$ cat config.mk
export PLATFORM = sky130hd
export DESIGN_NAME = wb_arbiter_flat
export DESIGN_NICKNAME = d
export VERILOG_FILES = /design/src/rtl/wb_arbiter_if.sv /design/src/rtl/wb_arbiter.sv /design/src/flat_wrapper.sv
export SDC_FILE = /design/constraint.sdc
export NUM_CORES = 1
export LEC_CHECK = 0
export ABC_CLOCK_PERIOD_IN_PS = 9500
export CAP_MARGIN = 25
export CELL_PAD_IN_SITES_DETAIL_PLACEMENT = 0
export CELL_PAD_IN_SITES_GLOBAL_PLACEMENT = 1
export CORE_AREA = 2 2 212 110
export CTS_BUF_LIST = sky130_fd_sc_hd__clkbuf_8
export CTS_CLUSTER_SIZE = 25
export DETAILED_ROUTE_END_ITERATION = 8
export DIE_AREA = 0 0 214 112
export GPL_ROUTABILITY_DRIVEN = 1
export MAX_ROUTING_LAYER = met4
export PLACE_DENSITY = 0.62
export RECOVER_POWER = 25
export SLEW_MARGIN = 20
export SYNTH_ARGS = -nofsm -noshare
export SYNTH_HDL_FRONTEND = slang
export SYNTH_SLANG_ARGS = --single-unit
$ cat constraint.sdc
create_clock -name CLK -period 9.5 [get_ports CLK]
set_input_delay 2.375 -clock CLK [delete_from_list [all_inputs] [get_ports CLK]]
set_output_delay 2.375 -clock CLK [all_outputs]
set_load 0.02 [all_outputs]
$ cat src/rtl/wb_arbiter_if.sv
// ============================================================================
//  Module      : wb_arbiter_if
//  Description : Bus bundle between the writeback sources, the writeback
//                arbiter and the register file write port.
//                Optional macro WB_PENDING_EN adds the MUL/DIV issue
//                scoreboard signals.
//  Revision    : 1.0 - initial release
// ============================================================================
`default_nettype none

interface wb_arbiter_if #(
    parameter int DEPTH = 2,
    parameter int CW    = $clog2(DEPTH + 1)
);
    logic          PIPE_WE;
    logic [4:0]    PIPE_ADDR;
    logic [31:0]   PIPE_DATA;
    logic          MD_VALID;
    logic          MD_READY;
    logic [4:0]    MD_ADDR;
    logic [31:0]   MD_DATA;
    logic          WB_WRITE_EN;
    logic [4:0]    WB_ADDRESS;
    logic [31:0]   WB_DATA;
    logic [CW-1:0] FIFO_COUNT;
`ifdef WB_PENDING_EN
    logic          MD_ISSUE;
    logic [4:0]    MD_ISSUE_ADDR;
    logic [31:0]   PENDING;
`endif

    // Arbiter side
    modport slave (
        input  PIPE_WE, PIPE_ADDR, PIPE_DATA,
        input  MD_VALID, MD_ADDR, MD_DATA,
        output MD_READY,
        output WB_WRITE_EN, WB_ADDRESS, WB_DATA, FIFO_COUNT
`ifdef WB_PENDING_EN
        ,
        input  MD_ISSUE, MD_ISSUE_ADDR,
        output PENDING
`endif
    );

    // Source / register file side
    modport master (
        output PIPE_WE, PIPE_ADDR, PIPE_DATA,
        output MD_VALID, MD_ADDR, MD_DATA,
        input  MD_READY,
        input  WB_WRITE_EN, WB_ADDRESS, WB_DATA, FIFO_COUNT
`ifdef WB_PENDING_EN
        ,
        output MD_ISSUE, MD_ISSUE_ADDR,
        input  PENDING
`endif
    );
endinterface

`default_nettype wire

$ cat src/rtl/wb_arbiter.sv
// ============================================================================
//  Module      : wb_arbiter
//  Description : Register file write-port arbiter. Pipeline writes win; MUL/DIV
//                results queue in a small FIFO and drain into idle slots.
//                Optional macro WB_PENDING_EN adds a pending-register scoreboard.
//  Revision    : 1.0 - initial release
// ============================================================================
`default_nettype none

module wb_arbiter #(
    parameter int DEPTH = 2,
    parameter int CW    = $clog2(DEPTH + 1)
) (
    input  wire logic    CLK,
    input  wire logic    RESET,
    wb_arbiter_if.slave  bus
);
    localparam int PW = $clog2(DEPTH);

    logic [4:0]    fifo_addr_q  [DEPTH];
    logic [4:0]    fifo_addr_d  [DEPTH];
    logic [31:0]   fifo_data_q  [DEPTH];
    logic [31:0]   fifo_data_d  [DEPTH];
    logic          fifo_valid_q [DEPTH];
    logic          fifo_valid_d [DEPTH];
    logic [PW-1:0] rd_ptr_q, rd_ptr_d;
    logic [PW-1:0] wr_ptr_q, wr_ptr_d;
    logic [CW-1:0] count_q, count_d;
    logic          wb_we_q, wb_we_d;
    logic [4:0]    wb_addr_q, wb_addr_d;
    logic [31:0]   wb_data_q, wb_data_d;

    logic pipe_live;
    logic md_ready;
    logic push;
    logic pop;
    logic head_valid;

    assign pipe_live  = bus.PIPE_WE && (bus.PIPE_ADDR != 5'd0);
    assign md_ready   = !RESET && (count_q < CW'(DEPTH));
    assign push       = bus.MD_VALID && md_ready && (bus.MD_ADDR != 5'd0);
    assign pop        = !pipe_live && (count_q != '0);
    assign head_valid = fifo_valid_q[rd_ptr_q];

    always_comb begin
        fifo_addr_d  = fifo_addr_q;
        fifo_data_d  = fifo_data_q;
        fifo_valid_d = fifo_valid_q;
        rd_ptr_d     = rd_ptr_q;
        wr_ptr_d     = wr_ptr_q;
        count_d      = count_q + CW'(push) - CW'(pop);
        wb_we_d      = 1'b0;
        wb_addr_d    = wb_addr_q;
        wb_data_d    = wb_data_q;

        // A pipeline write supersedes any older queued result for the same register
        if (pipe_live) begin
            for (int i = 0; i < DEPTH; i++) begin
                if (fifo_addr_q[i] == bus.PIPE_ADDR) begin
                    fifo_valid_d[i] = 1'b0;
                end
            end
        end

        if (pop) begin
            fifo_valid_d[rd_ptr_q] = 1'b0;
            rd_ptr_d               = rd_ptr_q + PW'(1);
        end

        if (push) begin
            fifo_addr_d[wr_ptr_q]  = bus.MD_ADDR;
            fifo_data_d[wr_ptr_q]  = bus.MD_DATA;
            fifo_valid_d[wr_ptr_q] = !(pipe_live && (bus.MD_ADDR == bus.PIPE_ADDR));
            wr_ptr_d               = wr_ptr_q + PW'(1);
        end

        if (pipe_live) begin
            wb_we_d   = 1'b1;
            wb_addr_d = bus.PIPE_ADDR;
            wb_data_d = bus.PIPE_DATA;
        end else if (pop && head_valid) begin
            wb_we_d   = 1'b1;
            wb_addr_d = fifo_addr_q[rd_ptr_q];
            wb_data_d = fifo_data_q[rd_ptr_q];
        end
    end

    always_ff @(posedge CLK or posedge RESET) begin
        if (RESET) begin
            for (int i = 0; i < DEPTH; i++) begin
                fifo_addr_q[i]  <= 5'd0;
                fifo_data_q[i]  <= 32'd0;
                fifo_valid_q[i] <= 1'b0;
            end
            rd_ptr_q  <= '0;
            wr_ptr_q  <= '0;
            count_q   <= '0;
            wb_we_q   <= 1'b0;
            wb_addr_q <= 5'd0;
            wb_data_q <= 32'd0;
        end else begin
            fifo_addr_q  <= fifo_addr_d;
            fifo_data_q  <= fifo_data_d;
            fifo_valid_q <= fifo_valid_d;
            rd_ptr_q     <= rd_ptr_d;
            wr_ptr_q     <= wr_ptr_d;
            count_q      <= count_d;
            wb_we_q      <= wb_we_d;
            wb_addr_q    <= wb_addr_d;
            wb_data_q    <= wb_data_d;
        end
    end

    assign bus.MD_READY    = md_ready;
    assign bus.WB_WRITE_EN = wb_we_q;
    assign bus.WB_ADDRESS  = wb_addr_q;
    assign bus.WB_DATA     = wb_data_q;
    assign bus.FIFO_COUNT  = count_q;

`ifdef WB_PENDING_EN
    logic [31:0] pending_q, pending_d;
    logic        squash_hit;

    always_comb begin
        squash_hit = push && (bus.MD_ADDR == bus.PIPE_ADDR);
        for (int i = 0; i < DEPTH; i++) begin
            if (fifo_valid_q[i] && (fifo_addr_q[i] == bus.PIPE_ADDR)) begin
                squash_hit = 1'b1;
            end
        end

        pending_d = pending_q;
        if (pop && head_valid) begin
            pending_d[fifo_addr_q[rd_ptr_q]] = 1'b0;
        end
        if (pipe_live && squash_hit) begin
            pending_d[bus.PIPE_ADDR] = 1'b0;
        end
        // Set is applied last so a same-cycle reissue keeps the bit
        if (bus.MD_ISSUE && (bus.MD_ISSUE_ADDR != 5'd0)) begin
            pending_d[bus.MD_ISSUE_ADDR] = 1'b1;
        end
        pending_d[0] = 1'b0;
    end

    always_ff @(posedge CLK or posedge RESET) begin
        if (RESET) begin
            pending_q <= 32'd0;
        end else begin
            pending_q <= pending_d;
        end
    end

    assign bus.PENDING = pending_q;
`endif

endmodule

`default_nettype wire

$ cat src/flat_wrapper.sv
// flat-port wrapper written by rule: the top's interface ports become plain ports
module wb_arbiter_flat 
#(
    parameter int DEPTH = 2,
    parameter int CW    = $clog2(DEPTH + 1)
)
  (CLK, RESET, bus_PIPE_WE, bus_PIPE_ADDR, bus_PIPE_DATA, bus_MD_VALID, bus_MD_ADDR, bus_MD_DATA, bus_MD_READY, bus_WB_WRITE_EN, bus_WB_ADDRESS, bus_WB_DATA, bus_FIFO_COUNT);
  wb_arbiter_if #(.DEPTH(DEPTH), .CW(CW)) bus_i ();
  input  wire logic CLK;
  input  wire logic RESET;
  input wire logic [$bits(bus_i.PIPE_WE)-1:0] bus_PIPE_WE;
  input wire logic [$bits(bus_i.PIPE_ADDR)-1:0] bus_PIPE_ADDR;
  input wire logic [$bits(bus_i.PIPE_DATA)-1:0] bus_PIPE_DATA;
  input wire logic [$bits(bus_i.MD_VALID)-1:0] bus_MD_VALID;
  input wire logic [$bits(bus_i.MD_ADDR)-1:0] bus_MD_ADDR;
  input wire logic [$bits(bus_i.MD_DATA)-1:0] bus_MD_DATA;
  output wire logic [$bits(bus_i.MD_READY)-1:0] bus_MD_READY;
  output wire logic [$bits(bus_i.WB_WRITE_EN)-1:0] bus_WB_WRITE_EN;
  output wire logic [$bits(bus_i.WB_ADDRESS)-1:0] bus_WB_ADDRESS;
  output wire logic [$bits(bus_i.WB_DATA)-1:0] bus_WB_DATA;
  output wire logic [$bits(bus_i.FIFO_COUNT)-1:0] bus_FIFO_COUNT;
  assign bus_i.PIPE_WE = bus_PIPE_WE;
  assign bus_i.PIPE_ADDR = bus_PIPE_ADDR;
  assign bus_i.PIPE_DATA = bus_PIPE_DATA;
  assign bus_i.MD_VALID = bus_MD_VALID;
  assign bus_i.MD_ADDR = bus_MD_ADDR;
  assign bus_i.MD_DATA = bus_MD_DATA;
  assign bus_MD_READY = bus_i.MD_READY;
  assign bus_WB_WRITE_EN = bus_i.WB_WRITE_EN;
  assign bus_WB_ADDRESS = bus_i.WB_ADDRESS;
  assign bus_WB_DATA = bus_i.WB_DATA;
  assign bus_FIFO_COUNT = bus_i.FIFO_COUNT;
  wb_arbiter #(.DEPTH(DEPTH), .CW(CW)) u_core (.CLK(CLK), .RESET(RESET), .bus(bus_i));
endmodule
Word level (Yosys, flattened, before mapping) --
Index checks and enable logic that the tools add are counted.
Storage, ports and cells: bits in registers 118, output and inout bits 41, logic and storage cells 75
Operators by class: add/subtract/negate cells 4, $lt $le $gt $ge 5, equality and inequality tests 3, muxes and demuxes 31, bitwise operators 4, reduce and logical (&&, ||, !) cells 16
Operators with widths (number):
- $mux W32 | 6
- $bwmux W64 | 1
- $demux W32 S1 | 1
- $mux W5 | 6
- $eq A5 B5 Y1 | 3
- $bwmux W10 | 1
- $reduce_bool A5 Y1 | 2
- $logic_and A1 B1 Y1 | 9
- $mux W1 | 9
- $mux W2 | 3
- $demux W5 S1 | 1
- $ge A2 B2 Y1 const B | 2
- $lt A2 B1 Y1 const B | 2
- $not A1 Y2 | 2
- $reduce_bool A2 Y1 | 2
- $logic_not A1 Y1 | 3
- $add A1 B1 Y1 const B | 2
- $add A2 B1 Y2 | 1
- $and A2 B2 Y2 | 1
- $bwmux W2 | 1
- $demux W1 S1 | 2
- $lt A2 B2 Y1 const B | 1
- $not A2 Y2 | 1
- $sub A2 B1 Y2 | 1

Depth between registers and ports, before layout --
word-level depth 10, gate-level depth with buffers 9, mapped depth without buffers 8

Worst setup path after synthesis --
OpenSTA, ideal clock, no wires.
path kind input-to-output, start input port RESET, end output port bus_MD_READY, data arrival time 2.808 ns, setup slack 4.317 ns, stages on the path 1, buffers on the path 0, path through nor2_1
On the way: cells in the longest elaborated chain, start to end 2
Ends and longest elaborated chain:
- start, declared | RTL line flat_wrapper.sv:10 | input wire logic RESET;
- $logic_not A1 Y1 | RTL line wb_arbiter.sv:40 | assign md_ready = !RESET && (count_q < CW'(DEPTH));
- $logic_and A1 B1 Y1 | RTL line wb_arbiter.sv:40
- end, declared | RTL line flat_wrapper.sv:17 | output wire logic [$bits(bus_i.MD_READY)-1:0] bus_MD_READY;
No other way between the ends.

Worst setup path in the final report --
Ends and elaborated chain as after synthesis.

==> out/summary.md <==
Outcome
• **run status** finished with violations
• **violated checks** max-capacitance violations, max-slew violations

Place
• **final weighted congestion in routability-driven placement** 0.769
• **DP Area** 6940 µm²
• **half-perimeter wire length of the detailed placement result** 9.61 mm
• **number of input and output port buffers inserted** 118

Clocking
• **clock buffers created by TritonCTS** 17
• **maximum root-to-sink buffer count** 2
• **post-CTS clock slew at the launch and capture registers of the worst setup and hold paths** 0.06 ns
• **CTS Hold Bufs** 0
• **TritonCTS clock tree** yes
• **number of resized instances in the post-cts repair step** 0
• **Skew-Pair Late Insertion Delay** 0.43 ns
• **level count of the clock H-tree** 4
• **clk sink count** 118
• **postcts setup bufs** 0
• **root buffer cell** sky130_fd_sc_hd__clkbuf_8

Detailed routing
• **number of remaining DRC errors** 0
• **overall via count from detail_route** 3607
• **routed wirelength normalized by instance count** 17.0 µm
• **number of optimization iterations in the first detailed-route pass** 4
• **aggregate routed wire length** 14.4 mm
• **mean number of vias per cell** 4.25
• **count of antenna-violating nets left after detailed routing** 0
• **number of DRC markers in iteration 0** 153

Floorplanning
• **effective utilization at floorplan** 24.5%
• **I/O pin total** 119
• **Die Y-Extent** 112 µm
• **overall die area** 24000 µm²
• **number of core rows** 39
• **die width** 214 µm
• **Floorplan Core Area** 22200 µm²

Job
• **# Max-Cap Violations** 1

Yosys
• **fraction of synthesized cell area taken by the top area cell type** 54.2%
• **sequential area share after synthesis** 54.2%
• **Mean Syn Cell Area** 13.1 µm²
• **largest area contributor in the netlist** sky130_fd_sc_hd__dfrtp_1
• **synthesized netlist net count** 496
• **number of distinct library cell variants in the gate-level netlist after synthesis** 28
• **Synth Cell Area** 5450 µm²
• **proportion of synthesized flip-flops having asynchronous set or reset** 100%
• **total of warnings raised by yosys** 0
• **synth top area cells** sky130_fd_sc_hd__dfrtp_1 (54%), sky130_fd_sc_hd__mux2_2 (23%), sky130_fd_sc_hd__mux2i_1 (7.0%)
• **leading register cell type out of synthesis** sky130_fd_sc_hd__dfrtp_1
• **FF+latch count, synth** 118
• **number of enable flip-flop cells after synthesis** 0
• **synthesized netlist cell count** 416

Power and ir drop
• **Internal** 1.47 mW
• **Leak Pwr** 2.98 nW
• **switching pwr** 0.717 mW
• **pwr/cell area** 299 nW/µm²
• **fraction of power spent switching nets** 32.8%
• **maximum vdd drop** 0.0000993 V
• **proportion of power drawn by combinational gates** 39.7%
• **Clk network pwr share** 20.9%
• **sequential power share** 39.4%

Timing
• **Fmax** 156 MHz
• **Max Slew Vio Count** 53
• **setup_tns** 0 ns
• **max_slew headroom** -55.2%
• **Post-Route Skew** 0.0101 ns
• **measured slew at the worst slew-check pin** 2.32 ns
• **Setup violations, final** 0
• **RSZ-0062 raised after global routing** false
• **clock period minus final worst setup slack** 6.39 ns
• **part of the cycle the worst path needs** 67.3%
• **total count of hold-check failures in the final report** 0

Finish
• **nets@finish** 612
• **Fill cells** 2182
• **Area growth, synth to finish** 34.2%
• **leading cell type in the layout, fill and taps excluded** sky130_fd_sc_hd__dfrtp_1
• **commonest cells after routing, fill and taps aside** sky130_fd_sc_hd__dfrtp_1 (117), sky130_fd_sc_hd__mux2_2 (111), sky130_fd_sc_hd__clkdlybuf4s50_1 (101), sky130_fd_sc_hd__o21ai_0 (39), sky130_fd_sc_hd__mux2i_1 (38)
• **cell area after layout** 7310 µm²
• **share of layout cells above drive strength 1** 27.5%

Worst setup path
• **required time at the worst-slack endpoint** 7.13 ns
• **critical path endpoint category** primary output
• **Critical Path Source Type** input port
• **Worst Path Max Fanout** 4
• **CP Class** in2out
• **Crit path arrival time** 4.02 ns

Global routing
• **global-route congestion overflow total** 0
• **first-pass GRT wire length** 23.0 mm
• **initial antenna violation count** 1
• **maximum number of pins on one net before global-route repair** 72
• **number of global-route vias before repair** 4109
• **global-route total usage across every layer** 13.0%

Min path
• **worst hold-check path type** reg2reg

worst max-delay path: stages:
cell and delay [ns]:
sky130_fd_sc_hd__dlygate4sd3_1 0.56, sky130_fd_sc_hd__nor2_1 0.39, sky130_fd_sc_hd__clkdlybuf4s50_1 0.69
synthesized netlist by cell type (2+ instances only):
library cell / number
sky130_fd_sc_hd__dfrtp_1: 118
sky130_fd_sc_hd__mux2_2: 111
sky130_fd_sc_hd__o21ai_0: 39
sky130_fd_sc_hd__mux2i_1: 38
sky130_fd_sc_hd__nand2_1: 37
sky130_fd_sc_hd__clkbuf_1: 13
sky130_fd_sc_hd__xnor2_1: 12
sky130_fd_sc_hd__buf_4: 7
sky130_fd_sc_hd__xor2_1: 7
sky130_fd_sc_hd__inv_1: 4
sky130_fd_sc_hd__buf_6: 3
sky130_fd_sc_hd__nand3_1: 3
sky130_fd_sc_hd__nor2_1: 3
sky130_fd_sc_hd__nor4_1: 3
sky130_fd_sc_hd__buf_1: 2
sky130_fd_sc_hd__ha_1: 2
sky130_fd_sc_hd__o2111ai_2: 2
sky130_fd_sc_hd__o22ai_1: 2
sequential cells by signal (all words and copies together) (netlist names):
name and cells:
u_core.fifo_data_q 64, u_core.bus.WB_DATA 32, u_core.fifo_addr_q 10, u_core.bus.WB_ADDRESS 5
u_core.bus.FIFO_COUNT 2, u_core.fifo_valid_q 2, u_core.bus.WB_WRITE_EN 1, u_core.rd_ptr_q 1
u_core.wr_ptr_q 1
routing by layer:
metal / up-vias / GRT usage (%) / wire, µm
met5: - / - / 0
met4: 0 / 3.36 / 80
met3: 11 / 5.44 / 1100
met2: 104 / 18.4 / 6030
met1: 1789 / 17.0 / 7180
li1: 1703 / - / -
stage by stage:
step,power [mW],util (%),cells,worst slack [ns],hold WS [ns]
4_1_cts,2.24,33.0,848,3.19,0.504
5_1_grt,2.34,32.9,849,3.06,0.514
3_3_place_gp,1.72,31.2,819,3.19,0.481
2_1_floorplan,1.45,-,416,4.00,0.474
3_5_place_dp,1.76,31.2,820,3.19,0.489
6_report,2.19,32.9,849,3.11,0.499
power by group through the flow:
stage / sequential (mW) / combinational, mW / clock, mW
final: 0.862 / 0.870 / 0.457
after global placement: 0.879 / 0.839 / 0
after floorplan: 0.886 / 0.562 / 0
after CTS: 0.865 / 0.893 / 0.479
after detailed placement: 0.872 / 0.890 / 0
after global routing: 0.893 / 0.947 / 0.502
worst paths after layout:
kind                       slack, ns                   start  cells after the start                endpoint
min in group asynchronous       3.05                   RESET                      2  u_core.fifo_data_q[47]
max reg2reg                     6.96         u_core.rd_ptr_q                      6   u_core.bus.WB_DATA[7]
min reg2reg                     0.50  u_core.fifo_data_q[42]                      1  u_core.fifo_data_q[42]
max                             3.11                   RESET                      3            bus_MD_READY
max in group asynchronous       4.68                   RESET                      3         u_core.rd_ptr_q
min                             0.50  u_core.fifo_data_q[42]                      1  u_core.fifo_data_q[42]
logic make-up (layout without fill, tap and decap cells):
kind of cell    Yosys count  in the layout  synth area share [%]
compound gates           48             48                  5.21
xor+xnor                 19             19                  3.05
fa+ha+maj                 2              2                 0.459
buf+inv                  31            156                  3.26
flops                   118            118                  54.2
mux                     149            149                  29.9
other cells               0              1                     0
simple gates             49             49                  3.90
layout make-up:
type	instances	area (µm²)	share of cell area, %
sequential	118	2950	40.4
multi-input combinational	267	2340	32.0
timing repair buffer	124	1240	16.9
tap	307	384	5.25
clock buffer	22	303	4.14
clock inverter	6	77.6	1.06
inverter	4	16.3	0.222
antenna	1	2.50	0.0342
Power figures use the tool's default switching activity.
